===== config.mk =====
export PLATFORM = sky130hd
export DESIGN_NAME = cp0_unit_flat
export DESIGN_NICKNAME = d
export VERILOG_FILES = /design/src/rtl/cp0_unit_if.sv /design/src/rtl/cp0_unit.sv /design/src/flat_wrapper.sv
export SDC_FILE = /design/constraint.sdc
export NUM_CORES = 1
export LEC_CHECK = 0
export ABC_AREA = 0
export CAP_MARGIN = 20
export CORE_MARGIN = 2
export CORE_UTILIZATION = 45
export DETAILED_ROUTE_END_ITERATION = 10
export GPL_ROUTABILITY_DRIVEN = 0
export PLACE_DENSITY = 0.87
export SLEW_MARGIN = 20
export SYNTH_ARGS = -nofsm -noshare
export SYNTH_HDL_FRONTEND = slang
export SYNTH_SLANG_ARGS = --single-unit

===== constraint.sdc =====
create_clock -name clk -period 4.9 [get_ports clk]
set_input_delay 0.98 -clock clk [delete_from_list [all_inputs] [get_ports clk]]
set_output_delay 0.98 -clock clk [all_outputs]
set_load 0.01 [all_outputs]

===== src/rtl/cp0_unit_if.sv =====
// Pipeline-to-CP0 bus: M-stage exception/mtc0/eret inputs and the trap/read results.
interface cp0_unit_if;
    logic        exc_get;
    logic [4:0]  exc_code;
    logic [31:0] pc_m;
    logic        bd_m;
    logic [5:0]  hw_int;
    logic        we;
    logic [4:0]  addr;
    logic [31:0] wdata;
    logic        eret;
    logic [31:0] rdata;
    logic [31:0] epc;
    logic        req;

    modport master (
        output exc_get, exc_code, pc_m, bd_m, hw_int, we, addr, wdata, eret,
        input  rdata, epc, req
    );

    modport slave (
        input  exc_get, exc_code, pc_m, bd_m, hw_int, we, addr, wdata, eret,
        output rdata, epc, req
    );
endinterface


===== src/rtl/cp0_unit.sv =====
// Coprocessor 0: trap decision for M-stage exceptions and interrupts,
// Status/Cause/EPC state, mfc0/mtc0 access and eret handling.
module cp0_unit #(
    parameter logic [31:0] PRID = 32'h0000_7000
) (
    input logic        clk,
    input logic        reset,
    cp0_unit_if.slave  bus
);
    localparam logic [4:0] ADDR_SR    = 5'd12;
    localparam logic [4:0] ADDR_CAUSE = 5'd13;
    localparam logic [4:0] ADDR_EPC   = 5'd14;
    localparam logic [4:0] ADDR_PRID  = 5'd15;

    logic [5:0]  srIm,      srImNext;
    logic        srExl,     srExlNext;
    logic        srIe,      srIeNext;
    logic        causeBd,   causeBdNext;
    logic [5:0]  causeIp;
    logic [4:0]  causeExc,  causeExcNext;
    logic [31:0] epcReg,    epcRegNext;

    logic        intReq;
    logic        excReq;
    logic [31:0] trapPc;

    // Trap decision; interrupts take priority over a carried exception.
    always_comb begin
        intReq  = (|(bus.hw_int & srIm)) & srIe & ~srExl;
        excReq  = bus.exc_get & ~srExl;
        bus.req = intReq | excReq;
        trapPc  = bus.bd_m ? (bus.pc_m - 32'd4) : bus.pc_m;
    end

    // Next-state: a trap squashes any mtc0/eret in the same cycle.
    always_comb begin
        srImNext     = srIm;
        srExlNext    = srExl;
        srIeNext     = srIe;
        causeBdNext  = causeBd;
        causeExcNext = causeExc;
        epcRegNext   = epcReg;
        if (bus.req) begin
            srExlNext    = 1'b1;
            causeExcNext = intReq ? 5'd0 : bus.exc_code;
            causeBdNext  = bus.bd_m;
            epcRegNext   = {trapPc[31:2], 2'b00};
        end else begin
            if (bus.we) begin
                case (bus.addr)
                    ADDR_SR: begin
                        srImNext  = bus.wdata[15:10];
                        srExlNext = bus.wdata[1];
                        srIeNext  = bus.wdata[0];
                    end
                    ADDR_EPC: epcRegNext = {bus.wdata[31:2], 2'b00};
                    default: ;
                endcase
            end
            // Applied after the write so a stray we+eret still leaves EXL clear.
            if (bus.eret) srExlNext = 1'b0;
        end
    end

    always_ff @(posedge clk or posedge reset) begin
        if (reset) begin
            srIm     <= 6'd0;
            srExl    <= 1'b0;
            srIe     <= 1'b0;
            causeBd  <= 1'b0;
            causeIp  <= 6'd0;
            causeExc <= 5'd0;
            epcReg   <= 32'd0;
        end else begin
            srIm     <= srImNext;
            srExl    <= srExlNext;
            srIe     <= srIeNext;
            causeBd  <= causeBdNext;
            causeIp  <= bus.hw_int;
            causeExc <= causeExcNext;
            epcReg   <= epcRegNext;
        end
    end

    // Read port shows pre-edge contents; no bypass from a same-cycle mtc0.
    always_comb begin
        bus.rdata = 32'd0;
        case (bus.addr)
            ADDR_SR:    bus.rdata = {16'd0, srIm, 8'd0, srExl, srIe};
            ADDR_CAUSE: bus.rdata = {causeBd, 15'd0, causeIp, 3'd0, causeExc, 2'b00};
            ADDR_EPC:   bus.rdata = epcReg;
            ADDR_PRID:  bus.rdata = PRID;
            default:    bus.rdata = 32'd0;
        endcase
        bus.epc = epcReg;
    end
endmodule


===== src/flat_wrapper.sv =====
// flat-port wrapper written by rule: the top's interface ports become plain ports
module cp0_unit_flat 
#(
    parameter logic [31:0] PRID = 32'h0000_7000
)
  (clk, reset, bus_exc_get, bus_exc_code, bus_pc_m, bus_bd_m, bus_hw_int, bus_we, bus_addr, bus_wdata, bus_eret, bus_rdata, bus_epc, bus_req);
  cp0_unit_if bus_i ();
  input logic clk;
  input logic reset;
  input wire logic [$bits(bus_i.exc_get)-1:0] bus_exc_get;
  input wire logic [$bits(bus_i.exc_code)-1:0] bus_exc_code;
  input wire logic [$bits(bus_i.pc_m)-1:0] bus_pc_m;
  input wire logic [$bits(bus_i.bd_m)-1:0] bus_bd_m;
  input wire logic [$bits(bus_i.hw_int)-1:0] bus_hw_int;
  input wire logic [$bits(bus_i.we)-1:0] bus_we;
  input wire logic [$bits(bus_i.addr)-1:0] bus_addr;
  input wire logic [$bits(bus_i.wdata)-1:0] bus_wdata;
  input wire logic [$bits(bus_i.eret)-1:0] bus_eret;
  output wire logic [$bits(bus_i.rdata)-1:0] bus_rdata;
  output wire logic [$bits(bus_i.epc)-1:0] bus_epc;
  output wire logic [$bits(bus_i.req)-1:0] bus_req;
  assign bus_i.exc_get = bus_exc_get;
  assign bus_i.exc_code = bus_exc_code;
  assign bus_i.pc_m = bus_pc_m;
  assign bus_i.bd_m = bus_bd_m;
  assign bus_i.hw_int = bus_hw_int;
  assign bus_i.we = bus_we;
  assign bus_i.addr = bus_addr;
  assign bus_i.wdata = bus_wdata;
  assign bus_i.eret = bus_eret;
  assign bus_rdata = bus_i.rdata;
  assign bus_epc = bus_i.epc;
  assign bus_req = bus_i.req;
  cp0_unit #(.PRID(PRID)) u_core (.clk(clk), .reset(reset), .bus(bus_i));
endmodule

==> flow_summary.ini, run 1 <==
[die]
rows = 30
core_area_sq_um = 6830
dieHeight_um = 88.3
floorplan.initialDensity = 0.468
die_area_sq_um = 7790
die-width_um = 88.3
io_pins = 151

[placement]
place_worst_setup_slack_ns = 0.744
buffer_ports.inserted = 146
dp_hpwl_mm = 7.35
post-place-cells = 558
standard_cell_area_after_detailed_placement_sq_um = 4700

[clock_network]
cts-root-to-sink-buffers = 2
cts_tree = yes
cts-htree-levels = 2
clock_transition_at_the_registers_of_the_reported_paths_ns = 0.10
cts_hold_buf = 0
cts_made_buffers = 5
clock_sink_count = 50
cts_resized = 0
postCtsSetupBuffers = 0
worst_skew_pair.late_latency_ns = 0.31
clock_root_cell = sky130_fd_sc_hd__clkbuf_8

[timing]
report.final.slew_viol_count = 0
report.final.hold_viol_count = 0
report.final.setup_viol = 0
timing.final.crit_share = 0.854
rsz_0062_raised_after_global_routing = false
finalHoldWorstSlack_ns = 0.519
min_period_ns = 4.19
fmax_ghz = 0.239
timing_worst_slew_pin_value_ns = 1.04
tns_ns = 0
timing.slew.headroom = 0.307
fin_worst_skew_ns = 0.0122
post-route-worst-setup-slack_ns = 0.714

[routing]
firstDrtPassIters = 4
routedWlPerCell_um = 17.6
vias_per_cell = 5.56
route.antenna.remaining_nets = 0
post-route-drc-count = 0
dr_total_vias = 3148
dr.first_iter.drc_count = 128
totalWireLength_mm = 9.99

[final_layout]
area_growth_syn_to_layout_pct = 50.3
final_layout_size_suffix_gt1_frac = 0.0872
num_antenna_cells = 0
area_used_by_sequential_logic_in_the_layout_sq_um = 1250
fillerInstances = 581
multiInputGateArea_sq_um = 1820
layout.core_utilization = 0.703
final_cell_count_no_fill = 566
fin_nets = 556
design_area_sq_um = 4800

[critical_path]
timing.critical_path.cells = clkdlybuf4s50_1 -> a22o_1 -> o31ai_1 -> a21o_1 -> clkinv_1 -> clkdlybuf4s50_1
worst-path-max-fanout = 12
critical_path.reg2reg.startpoint = u_core.srIm[0]
endpoint_class_of_the_critical_path = output pin
timing.critical_path.required_ns = 3.92
arrival_ns = 3.21
criticalPathCategory = input pin to output pin
r2r_slack_ns = 2.12
cp-startpoint = bus_hw_int[0]
cpMostUsedCell = sky130_fd_sc_hd__clkdlybuf4s50_1
r2r_cells = 7
crit_path_top_delay_cell = sky130_fd_sc_hd__clkdlybuf4s50_1
timing.critical_path.from_type = input pin
critical_path_sink = bus_req
r2r_end = u_core.srIm[2]
worst_path_largest_cell_delay_ns = 0.52

[power_and_ir_drop]
p_switching_mw = 0.544
power_mw = 1.58
seq_power_share = 0.413
combinationalPowerShare = 0.421
ratio_of_total_power_to_cell_area_nw_per_um2 = 330
peakVddDrop_v = 0.000196
share_clk_of_total_power = 0.165
power.static_leakage_nw = 1.84
internal-power_mw = 1.04
power_switching_share = 0.344

[logic_synthesis]
ys.warnings.count = 0
ys_top_cells_by_count = 50 x sky130_fd_sc_hd__dfrtp_1, 25 x sky130_fd_sc_hd__nand2_1, 22 x sky130_fd_sc_hd__xnor2_1, 21 x sky130_fd_sc_hd__a21oi_1, 20 x sky130_fd_sc_hd__nor2b_1
post_synth_main_area_contributors = sky130_fd_sc_hd__dfrtp_1 39%, sky130_fd_sc_hd__xnor2_1 6.0%, sky130_fd_sc_hd__a211oi_1 4.2%
post-synth-top-area-fraction = 0.392
async_reset_ff_frac = 1.00
synth_instances = 333
count_of_flip_flops_with_a_built_in_enable_after_synthesis = 0
seq_area_frac_synth = 0.392
yosys.cell_count.top_type = sky130_fd_sc_hd__dfrtp_1
cell_variety_after_synth = 49
synth_seq_cells = 50
postSynthAreaPerCell_sq_um = 9.60
synthesis.area_sq_um = 3200
ys.flop_type = sky130_fd_sc_hd__dfrtp_1
synth_top_area_cell = sky130_fd_sc_hd__dfrtp_1

[global_routing]
grt_pass1_vias = 3231
grt_overflow = 0
pin_count_of_the_biggest_net_entering_global_routing = 59
total_global_route_track_usage = 0.258
antenna_found_initial = 0
grt_pass1_wl_mm = 15.6

[run]
max-cap-violations = 0

[outcome]
run_status = finished clean

[hold_path]
hp-class = flip-flop to flip-flop
layout by cell type (no fill, tap or decap), types with 3 or more instances in the layout:
cell	instances
sky130_fd_sc_hd__clkdlybuf4s50_1	146
sky130_fd_sc_hd__dfrtp_1	50
sky130_fd_sc_hd__nand2_1	25
sky130_fd_sc_hd__xnor2_1	22
sky130_fd_sc_hd__a21oi_1	21
sky130_fd_sc_hd__nor2b_1	20
sky130_fd_sc_hd__a211oi_1	18
sky130_fd_sc_hd__and3_1	18
sky130_fd_sc_hd__a22o_1	14
sky130_fd_sc_hd__mux2i_1	13
sky130_fd_sc_hd__o21ai_0	13
sky130_fd_sc_hd__nor2_1	13
sky130_fd_sc_hd__nor3_1	10
sky130_fd_sc_hd__nor4_2	9
sky130_fd_sc_hd__mux2_2	7
sky130_fd_sc_hd__a22oi_1	7
sky130_fd_sc_hd__xor2_1	6
sky130_fd_sc_hd__and2_1	5
sky130_fd_sc_hd__clkbuf_8	5
sky130_fd_sc_hd__inv_1	4
sky130_fd_sc_hd__buf_4	4
sky130_fd_sc_hd__o211ai_1	3
critical path, delay by kind of cell:
family	cells	cell delay (ns)
buf+inv	3	1.13
compound gates	3	1.09
kinds of logic after synthesis:
family / after synthesis / share of synthesized area
compound gates: 80 / 0.167
xor+xnor: 28 / 0.0767
fa+ha+maj: 1 / 0.00391
buf+inv: 28 / 0.0411
flops: 50 / 0.392
mux: 20 / 0.0654
other cells: 1 / 0.00117
simple gates: 125 / 0.253
layer usage:
layer | vias up | wire length [um] | global-route usage | part of all wire
met1 | 1535 | 4100 | 0.328 | 0.41
met2 | 116 | 5010 | 0.449 | 0.50
met3 | 18 | 666 | 0.0466 | 0.067
met4 | 0 | 201 | 0.0799 | 0.020
li1 | 1479 | - | - | -
met5 | - | 0 | 0 | 0
power groups by stage:
stage / Clock [mW] / Sequential, mW / Combinational [mW]
after CTS: 0.266 / 0.653 / 0.670
after global placement: 0 / 0.652 / 0.648
final: 0.262 / 0.654 / 0.667
after detailed placement: 0 / 0.661 / 0.665
after global routing: 0.287 / 0.672 / 0.724
after floorplan: 0 / 0.684 / 0.260
area by class of cell:
class,instances,share of cell area
tap,96,0.0250
multi-input combinational,256,0.379
inverter,6,0.00495
clock inverter,3,0.00599
clock buffer,5,0.0143
sequential,50,0.261
timing repair buffer,150,0.311
registers in the layout, indices dropped and copies added, names as in the netlist:
register         count
u_core.srIm          6
u_core.srIe          1
u_core.causeIp       6
u_core.causeExc      5
u_core.bus.epc      30
u_core.srExl         1
u_core.causeBd       1
how the worst min path moves through the flow:
stage	end	startpoint	depth (start not counted)	slack [ns]
after floorplan	u_core.causeBd	u_core.causeBd	2	0.45
after global placement	u_core.causeBd	u_core.causeBd	2	0.47
after detailed placement	u_core.causeExc[4]	u_core.causeExc[4]	1	0.50
after CTS	u_core.causeExc[4]	u_core.causeExc[4]	1	0.52
after global routing	u_core.causeExc[0]	u_core.causeExc[0]	1	0.54
final	u_core.causeExc[4]	u_core.causeExc[4]	1	0.52
Note: power is estimated with default switching activity, not from simulation.
==> run 2: changes to the inputs <==
- CORE_UTILIZATION: 45 -> 40
- PLACE_DENSITY: 0.87 -> 0.79
==> flow_summary.ini, run 2 (synthesis results as in run 1) <==
[timing]
timing_worst_slew_pin_value_ns = 1.02
timing.final.crit_share = 0.888
min_period_ns = 4.35
rsz_0062_raised_after_global_routing = false
fmax_ghz = 0.230
report.final.setup_viol = 0
timing.slew.headroom = 0.323
fin_worst_skew_ns = 0.00886
report.final.slew_viol_count = 0
tns_ns = 0
report.final.hold_viol_count = 0

[die]
die-width_um = 93.4
io_pins = 151
die_area_sq_um = 8720
dieHeight_um = 93.4
core_area_sq_um = 7730
rows = 32
floorplan.initialDensity = 0.414

[clock_network]
cts-htree-levels = 2
postCtsSetupBuffers = 0
cts_resized = 0
cts_tree = yes
clock_root_cell = sky130_fd_sc_hd__clkbuf_8
worst_skew_pair.late_latency_ns = 0.30
cts-root-to-sink-buffers = 2
cts_hold_buf = 0
clock_sink_count = 50
cts_made_buffers = 5
clock_transition_at_the_registers_of_the_reported_paths_ns = 0.09

[placement]
dp_hpwl_mm = 7.24
buffer_ports.inserted = 146
post-place-cells = 563

[routing]
dr.first_iter.drc_count = 108
dr_total_vias = 3079
vias_per_cell = 5.39
route.antenna.remaining_nets = 0
firstDrtPassIters = 4
totalWireLength_mm = 9.75
routedWlPerCell_um = 17.1
post-route-drc-count = 0

[final_layout]
num_antenna_cells = 0
fillerInstances = 667
layout.core_utilization = 0.621
most_common_library_cell_in_the_layout_ignoring_fill_and_taps = sky130_fd_sc_hd__clkdlybuf4s50_1
area_growth_syn_to_layout_pct = 50.2
fin_nets = 555
mostFrequentLayoutCells = 146 x sky130_fd_sc_hd__clkdlybuf4s50_1, 50 x sky130_fd_sc_hd__dfrtp_1, 25 x sky130_fd_sc_hd__nand2_1, 22 x sky130_fd_sc_hd__xnor2_1, 21 x sky130_fd_sc_hd__a21oi_1
multiInputGateArea_sq_um = 1820
largest_register_ff_count = 30
final_cell_count_no_fill = 571
area_used_by_sequential_logic_in_the_layout_sq_um = 1250
final_layout_size_suffix_gt1_frac = 0.0874

[critical_path]
timing.critical_path.from_type = input pin
r2r_slack_ns = 2.31
worst-path-max-fanout = 7
cp-startpoint = bus_addr[3]
endpoint_class_of_the_critical_path = output pin
criticalPathCategory = input pin to output pin
r2r_end = u_core.srIm[0]
timing.critical_path.required_ns = 3.92
r2r_cells = 7
arrival_ns = 3.37
critical_path.reg2reg.startpoint = u_core.srIm[2]

[global_routing]
grt_pass1_wl_mm = 15.3
grt_overflow = 0
total_global_route_track_usage = 0.223
pin_count_of_the_biggest_net_entering_global_routing = 59
antenna_found_initial = 0
grt_pass1_vias = 3059

[power_and_ir_drop]
power.static_leakage_nw = 1.84
peakVddDrop_v = 0.000170
ratio_of_total_power_to_cell_area_nw_per_um2 = 328

[hold_path]
holdPathEnd = u_core.causeBd
worstHoldStart = u_core.causeBd
worstHoldPathCells = 2
hp-class = flip-flop to flip-flop

[run]
max-cap-violations = 0

[outcome]
run_status = finished clean
-- run 2: cell count changes in the layout (fill, tap and decap cells not counted), sizes merged --
cell    previous run  this run
clkinv             3         2
buf                4         3
inv                6         7
-- run 2: metrics by stage --
stage                     hold slack [ns]  cell area, sq um  setup slack [ns]  power [mW]
final                               0.505              4800             0.547        1.57
after global routing                0.530              4800             0.410        1.67
after CTS                           0.500              4800             0.574        1.59
after detailed placement            0.473              4700             0.600        1.32
after floorplan                     0.447              3200              1.84       0.944
after global placement              0.463              4700             0.593        1.30
-- run 2: report_power, final --
group / total [mW] / internal (mW) / switching [mW] / leakage, nW
registers: 0.654 / 0.550 / 0.104 / 0.591
clock network: 0.258 / 0.105 / 0.152 / 0.0491
logic: 0.662 / 0.382 / 0.280 / 1.20
total: 1.57 / 1.04 / 0.536 / 1.84
-- run 2: critical path: stages --
cell and delay, ns:
sky130_fd_sc_hd__clkdlybuf4s50_1 0.47, sky130_fd_sc_hd__nand2_1 0.05, sky130_fd_sc_hd__nor2_1 0.19, sky130_fd_sc_hd__and2_1 0.34, sky130_fd_sc_hd__nor2b_1 0.57, sky130_fd_sc_hd__a22o_1 0.23, sky130_fd_sc_hd__clkdlybuf4s50_1 0.54
-- run 2: how the worst max path moves through the flow --
stage / slack, ns / endpoint / depth (start not counted)
2_1_floorplan: 1.84 / bus_req / 6
3_3_place_gp: 0.59 / bus_rdata[6] / 7
3_5_place_dp: 0.60 / bus_rdata[2] / 7
4_1_cts: 0.57 / bus_rdata[6] / 7
5_1_grt: 0.41 / bus_rdata[6] / 7
6_report: 0.55 / bus_rdata[6] / 7
-- run 2: final cells by class --
class                      count  share of cell area
multi-input combinational    256               0.379
timing repair buffer         149               0.309
sequential                    50               0.261
tap                          102              0.0266
clock buffer                   5              0.0143
clock inverter                 3             0.00547
inverter                       6             0.00495
-- run 2: routing by layer --
layer  up-vias  track usage  part of all wire
met4         0       0.0735             0.021
met3        14       0.0459             0.060
met5         -            0                 0
li1       1476            -                 -
met2       116        0.369              0.48
met1      1473        0.290              0.44
